$ cat src/rtl/rr_arb_client.sv
// rr_arb_client: requester-side agent for a 4-way round-robin time-slice
// arbiter. Each client has a small job queue. The head entry counts down its
// remaining beats in place, so a job that loses its grant resumes where it
// stopped on the next grant. The agent reports beats, job completions and
// grant protocol errors.
module rr_arb_client #(
  parameter int NUM_CLI = 4,
  parameter int LEN_W   = 4,
  parameter int DEPTH   = 4,
  localparam int CNT_W  = $clog2(DEPTH + 1),
  localparam int PTR_W  = $clog2(DEPTH)
) (
  input  logic                     clk,
  input  logic                     rst,
  input  logic                     job_valid,
  input  logic [1:0]               job_cli,
  input  logic [LEN_W-1:0]         job_len,
  output logic                     job_ready,
  output logic [NUM_CLI-1:0]       req,
  input  logic [NUM_CLI-1:0]       gnt,
  output logic                     beat_valid,
  output logic [1:0]               beat_cli,
  output logic [NUM_CLI-1:0]       done,
  output logic [NUM_CLI*CNT_W-1:0] pending,
  output logic                     err_gnt
);

  typedef enum logic [1:0] {ST_IDLE, ST_WAIT, ST_XFER} state_t;

  state_t            state   [NUM_CLI];
  logic [LEN_W-1:0]  mem     [NUM_CLI][DEPTH];
  logic [PTR_W-1:0]  rd_ptr  [NUM_CLI];
  logic [PTR_W-1:0]  wr_ptr  [NUM_CLI];
  logic [CNT_W-1:0]  cnt     [NUM_CLI];
  logic [CNT_W-1:0]  cnt_nxt [NUM_CLI];
  logic [LEN_W-1:0]  head    [NUM_CLI];
  logic [NUM_CLI-1:0] push;
  logic [NUM_CLI-1:0] beat;
  logic [NUM_CLI-1:0] pop;
  logic [1:0]        beat_idx;
  logic              gnt_onehot;
  logic              grant_err;

  // A push is refused on the pre-edge occupancy, even if the head pops now.
  assign job_ready = (cnt[job_cli] != CNT_W'(DEPTH));

  // Per-client push/beat/pop decisions and next occupancy.
  always_comb begin
    gnt_onehot = $onehot0(gnt);
    // Illegal multi-hot grant blocks all beats; a grant to a non-requester is ignored.
    grant_err  = !gnt_onehot || ((gnt & ~req) != '0);
    beat_idx   = '0;
    pending    = '0;
    for (int i = 0; i < NUM_CLI; i++) begin
      // Zero-length jobs are accepted but never enter the queue.
      push[i]    = job_valid && job_ready && (job_cli == 2'(i)) && (job_len != '0);
      head[i]    = mem[i][rd_ptr[i]];
      beat[i]    = gnt_onehot && gnt[i] && (state[i] != ST_IDLE);
      pop[i]     = beat[i] && (head[i] == LEN_W'(1));
      cnt_nxt[i] = cnt[i] + CNT_W'(push[i]) - CNT_W'(pop[i]);
      if (beat[i]) beat_idx = 2'(i);
      pending[i*CNT_W +: CNT_W] = cnt[i];
    end
  end

  // Job storage: pushes write the tail, beats decrement the head in place.
  // NOTE: the queue array has no reset; pointers and counts define which
  // entries are live, so clearing those flushes the queue.
  always_ff @(posedge clk) begin
    for (int i = 0; i < NUM_CLI; i++) begin
      if (push[i]) mem[i][wr_ptr[i]] <= job_len;
      if (beat[i]) mem[i][rd_ptr[i]] <= head[i] - LEN_W'(1);
    end
  end

  // Queue pointers, per-client FSM and registered status outputs.
  // NOTE: all state here uses non-blocking assignments so every client sees
  // the same pre-edge values regardless of loop order.
  always_ff @(posedge clk) begin
    if (!rst) begin
      for (int i = 0; i < NUM_CLI; i++) begin
        rd_ptr[i] <= '0;
        wr_ptr[i] <= '0;
        cnt[i]    <= '0;
        state[i]  <= ST_IDLE;
      end
      req        <= '0;
      beat_valid <= 1'b0;
      beat_cli   <= '0;
      done       <= '0;
      err_gnt    <= 1'b0;
    end else begin
      for (int i = 0; i < NUM_CLI; i++) begin
        if (push[i]) wr_ptr[i] <= wr_ptr[i] + PTR_W'(1);
        if (pop[i])  rd_ptr[i] <= rd_ptr[i] + PTR_W'(1);
        cnt[i] <= cnt_nxt[i];
        if (cnt_nxt[i] == '0)  state[i] <= ST_IDLE;
        else if (beat[i])      state[i] <= ST_XFER;
        else                   state[i] <= ST_WAIT;
        req[i] <= (cnt_nxt[i] != '0);
      end
      beat_valid <= |beat;
      beat_cli   <= beat_idx;
      done       <= pop;
      if (grant_err) err_gnt <= 1'b1;
    end
  end

endmodule
$ cat config.mk
export PLATFORM = sky130hd
export DESIGN_NAME = rr_arb_client
export DESIGN_NICKNAME = d
export VERILOG_FILES = /design/src/rtl/rr_arb_client.sv
export SDC_FILE = /design/constraint.sdc
export NUM_CORES = 1
export LEC_CHECK = 0
export BUFFER_PORTS_ARGS = -buffer_cell sky130_fd_sc_hd__buf_2
export CORE_MARGIN = 2
export CORE_UTILIZATION = 40
export CTS_BUF_LIST = sky130_fd_sc_hd__clkbuf_2
export DETAILED_ROUTE_END_ITERATION = 12
export PLACE_DENSITY = 0.53
export SETUP_SLACK_MARGIN = 0.05
export SYNTH_ARGS = -nofsm -noshare
export SYNTH_HDL_FRONTEND = slang
export SYNTH_SLANG_ARGS = --single-unit
$ cat constraint.sdc
create_clock -name clk -period 9.96 [get_ports clk]
set_input_delay 1.494 -clock clk [delete_from_list [all_inputs] [get_ports clk]]
set_output_delay 1.494 -clock clk [all_outputs]
set_load 0.02 [all_outputs]
# == After elaboration in Yosys (flattened, before gate mapping) ==
# Memory sizes are Yosys's and may differ from the RTL's.
# Cells that the tools add are included.
# word_totals
reg_bits,12
ramBits,100
output_inout_bits,25
in_bits,13
n_memories,5
# op_classes
magnitude_cmp,17
reduce_logical,47
n_addsub,23
n_mux,197
bitwise,98
n_eq_ne,8
# memory_table
name,depth,word_bits,read_ports,rd_clocked_by_memory_dff,write_ports,line,text
mem,4,16,4,0,4,31,logic [LEN_W-1:0] mem [NUM_CLI][DEPTH];
cnt,4,3,5,0,4,34,logic [CNT_W-1:0] cnt [NUM_CLI];
rd_ptr,4,2,4,0,4,32,logic [PTR_W-1:0] rd_ptr [NUM_CLI];
state,4,2,4,0,4,30,state_t state [NUM_CLI];
wr_ptr,4,2,4,0,4,33,logic [PTR_W-1:0] wr_ptr [NUM_CLI];
# op_table
operator,count
$mux W1,135
$mux W16,8
$or A1 B1 Y1,88
$demux W4 S2,8
$mux W4,16
$mux W2,22
$bmux W4 S2,4
$logic_and A1 B1 Y1,29
$ge A3 B3 Y1 const B,8
$lt A3 B1 Y1 const B,8
$not A2 Y3,8
$add A2 B1 Y2 const B,8
$eq A4 B1 Y1 const B,4
$sub A4 B1 Y4 const B,4
$add A3 B1 Y3,4
$logic_not A3 Y1,4
$mux W3,4
$reduce_bool A3 Y1,4
$sub A3 B1 Y3,4
$reduce_bool A2 Y1,4
$reduce_bool A4 Y1,2
$add A1 B1 Y2,2
$and A4 B4 Y4,1
$eq A2 B2 Y1 const B,2
9 further kinds,9

# == Longest topological paths before layout ==
# An unclocked memory read counts as a cell.
# logic_depth
ltp_word,15
depth_mapped,20
mapped_depth_nobuf,18

# == Least setup slack after synthesis ==
# OpenSTA, ideal clock, no wires.
# synth_path
path_type,input to register
from,input port gnt[0]
to,memory state[1][0] (netlist bit) (data pin)
required_ps,9697
slack_ps,4819
n_path_buf,2
path_stages,20
arrival_time_ps,4878
path_cell_list,inv_1 fa_1 inv_1 ha_1 inv_1 ha_1 nor3b_2 buf_2 o21a_1 buf_2 and3_1 ha_1 inv_1 ha_1 inv_1 fa_1 xnor2_1 xnor2_1 o21ai_0 nor2_1
# synth_lines
item,line,text
"start, declared",20,"input logic [NUM_CLI-1:0] gnt,"
"end, declared",30,

==> impl_metrics.csv <==
group,metric,value,unit
job,max_cap_violations,0,
synth,syn_area,0.00629,mm²
critical_path,worst-endpoint-required,10390,ps
global_route,first_global_vias,4055,
power_and_ir_drop,ir_drop,0.0623,mV
worst_hold_path,path_category_of_the_worst_min_delay_check,"reg2reg",
critical_path,critical_path.cell_chain,"buf_2 -> inv_1 -> fa_1 -> inv_1 -> ha_1 -> inv_1 -> ha_1 -> nor3b_2 -> buf_4 -> o21a_1 -> and3_1 -> ha_1 -> inv_1 -> ha_1 -> inv_1 -> fa_1 -> xnor2_1 -> xnor2_1 -> o21ai_0 -> nor2_1",
synth,yosysUniqueCellTypes,44,
cells_and_area,drive_above_1_share,15.2,%
timing,final_hold_viol_count,0,
synth,synth.yosys.warnings,0,
synth,ys_ff_latch,112,
clock_tree,clock_sinks,112,
synth,synth_top_cells_by_count,"edfxtp_1, inv_1, nand2_1",
critical_path,timing.setup.critical_path_class,"in2reg",
placed_design,globalplace.congestion,0.780,
power_and_ir_drop,total_leakage_power,2.80,nW
synth,postSynthAreaPerCell,11.9,µm²
clock_tree,clock_h_tree_levels,3,
critical_path,cp-startpoint,"gnt[0]",
die,die_w,129,µm
cells_and_area,synthToLayoutAreaGrowth,7.71,%
synth,synthTopCellsByArea,"edfxtp_1, ha_1, dfxtp_1",
timing,min_period_over_period,50.6,%
timing,setup_viol_count_final,0,
critical_path,critPathSlowestCell,"fa_1",
timing,grt_setup_unrepaired,"false",
timing,timing.setup.tns,0,ps
route,drt_first_iter_violations,200,
synth,most_frequent_cell_after_synthesis,"edfxtp_1",
cells_and_area,fillCellCount,1501,
clock_tree,clock_insertion_delay_worst_skew,660,ps
critical_path,arrival_time_of_data_at_the_critical_path_endpoint,5470,ps
global_route,grt_max_degree,42,
clock_tree,cts_repair_resize_count,0,
die,ioPinCount,38,
route,route.antenna.remaining_nets,0,
global_route,groute.usage.overall,17.8,%
synth,dominant_combinational_cell_family_by_area_after_synthesis,"adder cells",
critical_path,critPathCapture,"state[3][0]",
route,routed_via_count,3930,
critical_path,r2r-end,"state[2][0]",
timing,final_number_of_max_transition_violations,0,
synth,synthArstFlopShare,0,%
route,drt-wirelength-per-cell,17.5,µm
power_and_ir_drop,cellPowerDensity,136,mW/mm²
timing,slew-limit-headroom,39.7,%
timing,final.setup_skew,36.5,ps
clock_tree,cts_hold_repair.buffers,0,
placed_design,hpwlAfterDp,9.91,mm
clock_tree,cts.repair_timing.setup_buffer_count,0,
synth,synth_enable_flop_cells,88,
die,number_of_standard_cell_rows_in_the_floorplan,45,
critical_path,worstReg2RegStart,"rd_ptr[2][0]",
critical_path,cp_num_cells,20,
synth,post_synth_mux_area_share,8.23,%
timing,final.min_clock_period,5040,ps
timing,fmaxAchievable,199,MHz
clock_tree,cts-root-to-sink-buffers,2,
synth,syn-instance-count,527,
critical_path,critPathTopFamily,"adder cells",
synth,yosys.area.top_type,"edfxtp_1",
die,initial_utilization,41.1,%
global_route,antenna_found_initial,1,
synth,yosysTopAreaCellShare,42.0,%
timing,finalHoldWorstSlack,541,ps
worst_hold_path,start_point_of_the_worst_hold_path,"err_gnt",
placed_design,buffer_ports.inserted,37,
route,totalWireLength,13.6,mm
critical_path,setup.worst_path.end_class,"flip-flop",
global_route,grt_overflow,0,
die,placeableCoreArea,0.0153,mm²
die,die_area,0.0168,mm²
critical_path,rrSetupSlack,6430,ps
synth,synth-adder-area-share,11.9,%
synth,ys.flop_type,"edfxtp_1",
route,drt_first_pass_iters,4,
synth,synth_simple_gate_area_share,11.9,%
run_status,outcome,"completed",
timing,tightest_slew,901,ps
critical_path,timing.critical_path.slowest_cell_delay,540,ps
synth,synth-xor-area-share,2.23,%
synth,synth.yosys.seq_area_share,49.6,%
route,drc_errors,0,
clock_tree,tritoncts_clock_tree,"done",
critical_path,crit_path_start_kind,"input pin",
die,dieHeight,129,µm
global_route,grt_first_pass_wirelength,22.1,mm
critical_path,ff2ff_path_depth,10,
clock_tree,cts_inserted_buffers,9,
critical_path,critical_path_buf_inv_count,7,
critical_path,crit_fanout,21,
clock_tree,clk_pin_slew_worst_paths,270,ps
clock_tree,ctsRootBufferMaster,"clkbuf_2",
critical_path,critPathMostFrequentCell,"inv_1",
synth,synth_compound_gate_area_share,10.9,%
cells_and_area,finish.net_count,632,
route,avgViaCountPerCell,5.04,
[cell type report]
type,count,area (µm²),share of cell area [%]
Timing Repair Buffer,39,200,2.95
Tap cell,211,264,3.89
Antenna cell,1,2.50,0.0369
Sequential cell,112,3120,46.1
Clock inverter,2,35.0,0.517
Inverter,56,215,3.17
Multi-Input combinational cell,344,2870,42.3
Clock buffer,14,70.1,1.03
[how the worst min path moves through the flow]
stage                   end  slack (ps)  cells after the start
2_1_floorplan  wr_ptr[0][0]         590                      1
3_3_place_gp        err_gnt         480                      1
3_5_place_dp        err_gnt         480                      1
4_1_cts             err_gnt         540                      1
5_1_grt             err_gnt         580                      1
6_report            err_gnt         540                      1
[cell usage in the layout (no fill, tap or decap), types with 2 or more instances in the layout]
cell type,Yosys,routed
ha_1,52,52
clkbuf_2,0,14
o21a_1,8,8
nor2_1,12,12
and2_1,13,13
o211ai_1,16,16
and3_1,11,11
fa_1,5,5
edfxtp_1,88,88
o21ai_0,51,51
nor3_1,6,6
mux2_1,12,12
buf_4,0,2
nor3_4,3,3
o41a_1,2,2
nand2_1,53,53
mux4_2,17,17
xor2_1,4,4
nor2b_1,5,5
inv_1,54,54
a22o_1,16,16
nor3_2,4,4
buf_2,6,37
dfxtp_1,24,24
o21ai_1,5,5
conb_1,1,8
o22ai_1,2,2
nor3b_1,4,4
nand2b_1,12,12
xnor2_1,12,12
[flip-flops by register name, indices dropped and copies added, names as in the netlist]
name        count
mem            64
cnt            12
rd_ptr          8
state           8
wr_ptr          8
done            4
req             4
beat_cli        2
beat_valid      1
err_gnt         1
[power breakdown]
part / leakage, nW / switching, mW / total (mW) / internal [mW]
Combinational: 1.70 / 0.104 / 0.162 / 0.0588
Sequential: 1.03 / 0.0153 / 0.547 / 0.532
Clock: 0.0762 / 0.151 / 0.214 / 0.0628
Total: 2.80 / 0.270 / 0.923 / 0.653
[routing by layer]
layer	wire length [µm]	up-vias	global-route usage [%]
met3	457	11	2.89
met2	6140	64	27.5
met5	0	-	0
met1	6810	1912	25.8
li1	-	1943	-
met4	198	0	5.69
[kinds of logic after synthesis]
family | count (synthesis)
AND/OR/NAND/NOR | 130
flip-flops | 112
AO/OA/AOI/OAI | 104
buffers and inverters | 78
adder cells (fa/ha/maj) | 57
multiplexers | 29
XOR/XNOR | 16
other | 1
[through the flow]
step	setup slack, ps	total power [mW]	cells	cell area (µm²)	utilization [%]
6_report	4920	0.923	779	6780	44.3
5_1_grt	4630	0.970	779	6780	44.3
4_1_cts	4950	0.932	778	6780	44.2
3_5_place_dp	4190	0.721	762	6670	43.6
3_3_place_gp	4280	0.718	762	6670	43.6
2_1_floorplan	4820	0.672	534	6320	-
[worst reg2reg max path, cell delays in order, from the launching register on]
cell	delay [ps]
edfxtp_1	680
mux4_2	600
inv_1	100
ha_1	190
nor4b_4	300
ha_1	290
inv_1	60
ha_1	150
fa_1	430
o31ai_1	400
nor2_1	70
Note: power is estimated with default switching activity, not from simulation.
